File: config.mk
export PLATFORM = sky130hd
export DESIGN_NAME = picorv32_mem_arbiter
export DESIGN_NICKNAME = d
export VERILOG_FILES = /design/src/rtl/picorv32_mem_arbiter.sv
export SDC_FILE = /design/constraint.sdc
export NUM_CORES = 1
export LEC_CHECK = 0
export CAP_MARGIN = 40
export CORE_AREA = 2 2 114 116
export DETAILED_ROUTE_END_ITERATION = 7
export DIE_AREA = 0 0 116 118
export PLACE_DENSITY = 0.7
export SLEW_MARGIN = 20
export SYNTH_ARGS = -nofsm -noshare
export SYNTH_HDL_FRONTEND = slang
export SYNTH_SLANG_ARGS = --single-unit
File: constraint.sdc
create_clock -name clk -period 3.3 [get_ports clk]
set_input_delay 0.825 -clock clk [delete_from_list [all_inputs] [get_ports clk]]
set_output_delay 0.825 -clock clk [all_outputs]
set_load 0.01 [all_outputs]
File: src/rtl/picorv32_mem_arbiter.sv
// picorv32_mem_arbiter: round-robin arbiter sharing one synchronous SRAM between the CPU and a loader port
module picorv32_mem_arbiter #(
  parameter int unsigned MEM_WORDS = 65536,
  parameter int AW = 16
) (
  input  logic          clk,
  input  logic          rst,
  input  logic          m0_valid,
  input  logic [31:0]   m0_addr,
  input  logic [31:0]   m0_wdata,
  input  logic [3:0]    m0_wstrb,
  output logic          m0_ready,
  output logic [31:0]   m0_rdata,
  input  logic          m1_valid,
  input  logic [31:0]   m1_addr,
  input  logic [31:0]   m1_wdata,
  input  logic [3:0]    m1_wstrb,
  output logic          m1_ready,
  output logic [31:0]   m1_rdata,
  output logic          sram_en,
  output logic [3:0]    sram_we,
  output logic [AW-1:0] sram_addr,
  output logic [31:0]   sram_wdata,
  input  logic [31:0]   sram_rdata,
  output logic          err,
  output logic          err_master
);
  typedef enum logic [1:0] {IDLE, ACCESS, RESP} state_t;
  state_t state;
  logic gnt, last_gnt, oor, rd_ok, sel, oor_s;
  logic [29:0] widx;
  logic [31:0] wdata_s;
  logic [3:0] wstrb_s;
  logic unused_addr_lsb;
  assign unused_addr_lsb = ^{m0_addr[1:0], m1_addr[1:0]};
  always_comb begin
    sel = (m0_valid && m1_valid) ? !last_gnt : m1_valid;
    widx = sel ? m1_addr[31:2] : m0_addr[31:2];
    wdata_s = sel ? m1_wdata : m0_wdata;
    wstrb_s = sel ? m1_wstrb : m0_wstrb;
    oor_s = 32'(widx) >= MEM_WORDS;
  end
  // read data is only forwarded for an in-range read, and only to the master being answered
  assign m0_rdata = (m0_ready && rd_ok) ? sram_rdata : 32'h0;
  assign m1_rdata = (m1_ready && rd_ok) ? sram_rdata : 32'h0;
  always_ff @(posedge clk) begin
    if (rst) begin
      state <= IDLE;
      gnt <= 1'b0;
      last_gnt <= 1'b1;
      oor <= 1'b0;
      rd_ok <= 1'b0;
      sram_en <= 1'b0;
      sram_we <= 4'h0;
      sram_addr <= '0;
      sram_wdata <= 32'h0;
      m0_ready <= 1'b0;
      m1_ready <= 1'b0;
      err <= 1'b0;
      err_master <= 1'b0;
    end else begin
      case (state)
        IDLE: if (m0_valid || m1_valid) begin
          state <= ACCESS;
          gnt <= sel;
          last_gnt <= sel;
          oor <= oor_s;
          rd_ok <= !oor_s && wstrb_s == 4'h0;
          sram_en <= !oor_s;
          sram_we <= oor_s ? 4'h0 : wstrb_s;
          sram_addr <= widx[AW-1:0];
          sram_wdata <= wdata_s;
        end
        ACCESS: begin
          state <= RESP;
          sram_en <= 1'b0;
          sram_we <= 4'h0;
          m0_ready <= !gnt;
          m1_ready <= gnt;
          err <= oor;
          err_master <= gnt;
        end
        default: begin
          state <= IDLE;
          m0_ready <= 1'b0;
          m1_ready <= 1'b0;
          err <= 1'b0;
          err_master <= 1'b0;
        end
      endcase
    end
  end
endmodule

==> Yosys cells after proc, flatten, opt, wreduce, memory -nomap -nowiden <==
Cells that the tools add are included.
{ "op_classes": {"addsub": 0, "mul": 0, "div_mod_pow": 0, "magnitude_cmp": 1, "n_eq_ne": 2, "n_shift": 0, "mux": 16, "bitwise": 0, "n_reduce_logical": 13} }
{ "ops": {"columns": ["cell", "n"], "rows": [
  ["two-way mux 32 bit", 3],
  [">= comparator 30 x 17 -> 1 bit, second input constant", 1],
  ["two-way mux 30 bit", 1],
  ["two-way mux 4 bit", 3],
  ["one-hot mux 1 bit (2 select lines)", 4],
  ["one-hot mux 4 bit (2 select lines)", 1],
  ["logical AND 1 bit", 4],
  ["logical NOT 4 bit", 1],
  ["one-hot mux 2 bit (2 select lines)", 1],
  ["AND reduction 2 bit", 2],
  ["logical NOT 1 bit", 3],
  ["== test 2 x 1 -> 1 bit, second input constant", 1],
  ["logical NOT 2 bit", 1],
  ["two-way mux 1 bit", 2],
  ["two-way mux 2 bit", 1],
  ["!= test 2 bit, second input constant", 1],
  ["nonzero test 2 bit", 1],
  ["logical OR 1 bit", 1]
]} }
{ "totals": {"ff_bits": 62, "latchBits": 0, "ram_bits": 0, "romBits": 0, "in_bits": 172, "out_inout_bits": 121, "word_cells": 44, "mem_count": 0} }

==> Depth between registers and ports, before layout <==
{ "logic_depth": {"ltp_word": 7, "depth_mapped": 6, "mapped_depth_nobuf": 4} }

==> Worst setup path after synthesis <==
No wires, ideal clock.
{ "synth_timing": {"kind": "input to register", "from": "in rst", "to": "reg sram_we[3]", "setup_ns": 0.070, "arrival_ns": 1.816, "required_time_ns": 3.230, "slack_ns": 1.414, "cell_stages": 4, "n_path_buf": 1, "cell_sequence": "clkbuf_1 > or4b_1 > o22a_2 > o2bb2ai_1"} }
{ "synth_lines": {"columns": ["item", "line", "rtl"], "rows": [
  ["start: declaration", "7", "input logic rst,"],
  ["end signal: assignment", "70", "sram_we <= oor_s ? 4'h0 : wstrb_s;"],
  ["end: declaration", "21", "output logic [3:0] sram_we,"]
]} }

==> Final worst setup path <==
{ "layout_timing": {"from": "in sram_rdata[13]", "to": "out m0_rdata[13]"} }
{ "layout_between": {"elab_chain_len": 1} }
{ "layout_rtl": {"columns": ["item", "line", "rtl"], "rows": [
  ["start: declaration", "24", "input logic [31:0] sram_rdata,"],
  ["two-way mux 32 bit", "44", "assign m0_rdata = (m0_ready && rd_ok) ? sram_rdata : 32'h0;"],
  ["end: declaration", "13", "output logic [31:0] m0_rdata,"]
]} }
Every way passes these cells.

==> flow_summary.json <==
{
  "slew_viol_final": 0,
  "timing.fmax_mhz": 348,
  "endpoint_required_time_on_the_critical_path_ns": 2.47,
  "synthesis.yosys.warnings": 0,
  "syn_area_sq_um": 3250,
  "core-area_sq_um": 12400,
  "grt_max_degree": 101,
  "dp.final_hpwl_mm": 9.75,
  "slew-limit-headroom": 0.438,
  "timing.critical_path.from_type": "input pin",
  "clock_path_buffers": 2,
  "power.density_nw_per_um2": 383,
  "grt_first_pass_wirelength_mm": 18.5,
  "number_of_clock_buffers_inserted_by_tritoncts": 9,
  "clock_tree.htree_level_count": 3,
  "cts_tree": "built",
  "number_of_instances_in_the_synthesized_netlist": 365,
  "timing_worst_slew_pin_value_ns": 0.842,
  "wire_per_inst_um": 14.9,
  "number_of_antenna_violations_at_the_first_check_in_global_routing": 3,
  "finalClockSkew_ns": 0.00541,
  "register_area_sq_um": 1240,
  "cts_root_buf": "clkbuf_16",
  "post-cts-setup-buffer-count": 0,
  "placement.setup.worst_slack_ns": 0.413,
  "post_cts.resized_instances": 0,
  "io-pin-count": 293,
  "p_leak_nw": 2.66,
  "critical_path_peak_fanout": 2,
  "detail_route.drc_violations": 0,
  "finalHoldViolCount": 0,
  "multi_input_area_sq_um": 1810,
  "netlist-cell-type-count": 32,
  "dr_total_vias": 3749,
  "status": "complete, no violations",
  "postSynthRegisterBits": 62,
  "worst_skew_pair.late_latency_ns": 0.32,
  "layout-drive-gt1-share": 0.0469,
  "holdBufCountCts": 0,
  "rows": 41,
  "max-vdd-ir-drop_mv": 0.235,
  "timing.setup.critical_path_class": "in2out",
  "synth_enable_flop_cells": 0,
  "cap_viol_max_count": 0,
  "fillerInstances": 1128,
  "clkSlewWorstSetupHoldPaths_ns": 0.05,
  "finalSetupViolCount": 0,
  "route.detailed.vias_per_inst": 4.61,
  "clkSinkCount": 62,
  "slowest_stage": "clkdlybuf4s50_1",
  "ys_seq_area_frac": 0.382,
  "worst-endpoint-arrival_ns": 2.05,
  "dieArea_sq_um": 13700,
  "finalWirelength_mm": 12.1,
  "timing.hold.worst.class": "reg2reg",
  "route.antenna.remaining_nets": 0,
  "total_power_mw": 2.52,
  "critPathCaptureType": "output port",
  "critPathTopFamily": "buffers and inverters",
  "period_share": 0.870,
  "synth_fp_nets": 537,
  "gr-usage-all-layers": 0.172,
  "grt_setup_unrepaired": "no",
  "synth-async-reset-ratio": 0,
  "critical_path_buf_inv_count": 2,
  "grt.overflow.total": 0,
  "cell_repeated_most_along_the_worst_path": "clkdlybuf4s50_1",
  "final.setup.tns_ns": 0,
  "first_pass_iters": 4,
  "postSynthAreaPerCell_sq_um": 8.91,
  "via_count_of_the_first_global_routing_pass": 3664,
  "final.min_clock_period_ns": 2.87,
  "die_h_um": 118,
  "timing.critical_path.slowest_cell_delay_ns": 0.54,
  "die_x_um": 116,
  "routabilityCongestion": 0.809,
  "first_iter_violations": 96,
  "post-route-worst-setup-slack_ns": 0.430,
  "initial_core_util": 0.262,
  "cp_cell_sequence": "clkdlybuf4s50_1 -> and3_1 -> clkdlybuf4s50_1",
  "areaGrowthSynthToFinish_pct": 102,
  "yosys_most_used_dff": "dfxtp_1",
  "num-nets-final": 806,
  "place.port_buffers": 288
}
registers in the layout (all words and copies together), names as in the netlist:
name,cells
err,1
err_master,1
gnt,1
last_gnt,1
m0_ready,1
oor,1
rd_ok,1
sram_addr,16
sram_en,1
sram_wdata,32
sram_we,4
state,2
final timing paths:
check / start / endpoint / slack [ns] / cells after the start
hold / removal: sram_we[0] / sram_we[0] / 0.46 / 1
setup / recovery: sram_rdata[13] / m0_rdata[13] / 0.43 / 3
hold reg to reg: sram_we[0] / sram_we[0] / 0.46 / 1
setup reg to reg: last_gnt / sram_wdata[13] / 1.70 / 4
kinds of logic after synthesis:
family | Yosys count | synth area share
buffers and inverters | 40 | 0.0639
and+or+nand+nor | 144 | 0.235
muxes | 56 | 0.173
AOI/OAI and AO/OA | 63 | 0.146
DFF | 62 | 0.382
synthesized netlist by cell type (2+ instances only):
master | instances | area [sq um]
buf_6 | 5 | 56.3
mux2_1 | 2 | 22.5
buf_2 | 7 | 35.0
nor2_1 | 55 | 206
nand4_1 | 2 | 12.5
o2bb2ai_1 | 4 | 35.0
buf_4 | 3 | 22.5
nor4_1 | 7 | 43.8
dfxtp_1 | 62 | 1240
clkbuf_1 | 23 | 86.3
o21ai_1 | 2 | 10.0
mux2i_1 | 54 | 541
and3_1 | 64 | 400
nor3_1 | 5 | 25.0
a211oi_1 | 49 | 368
nand2_1 | 4 | 15.0
a21oi_1 | 2 | 10.0
metal layers:
metal | track usage | vias to the layer above | wire [um]
met5 | 0 | - | 0
met2 | 0.316 | 177 | 6460
met3 | 0.0484 | 14 | 1070
met1 | 0.173 | 1666 | 4310
li1 | - | 1892 | -
met4 | 0.0856 | 0 | 267
cells in the final DEF, fill, tap and decap left out, types with 2 or more instances in the layout:
master and instances:
a211oi_1 49, a21oi_1 2, and3_1 64, buf_12 2, buf_4 6, clkbuf_16 9, clkbuf_8 4, clkdlybuf4s50_1 287
clkinv_2 2, dfxtp_1 62, diode_2 3, mux2_1 2, mux2i_1 54, nand2_1 4, nand4_1 2, nor2_1 55
nor3_1 4, nor4_1 7, o21ai_1 2, o2bb2ai_1 4
report_power, final:
part / leakage (nW) / internal [mW] / switching [mW]
sequential: 0.514 / 0.828 / 0.0517
clock: 0.162 / 0.663 / 0.324
combinational: 1.99 / 0.398 / 0.254
area by class of cell:
type | count | area share
antenna | 3 | 0.00114
clock buffer | 13 | 0.0426
clock inverter | 3 | 0.00608
inverter | 1 | 0.000570
multi-input combinational | 263 | 0.276
sequential | 62 | 0.189
tap | 172 | 0.0327
timing repair buffer | 297 | 0.453
through the flow:
step	instance area (sq um)	hold WS, ns	std cells	utilization
after floorplan	3250	0.449	365	-
after detailed placement	6240	0.449	794	0.502
final	6580	0.464	814	0.530
after global routing	6580	0.484	814	0.530
after CTS	6560	0.465	810	0.528
after global placement	6240	0.455	794	0.502
(Power assumes the default switching activity.)
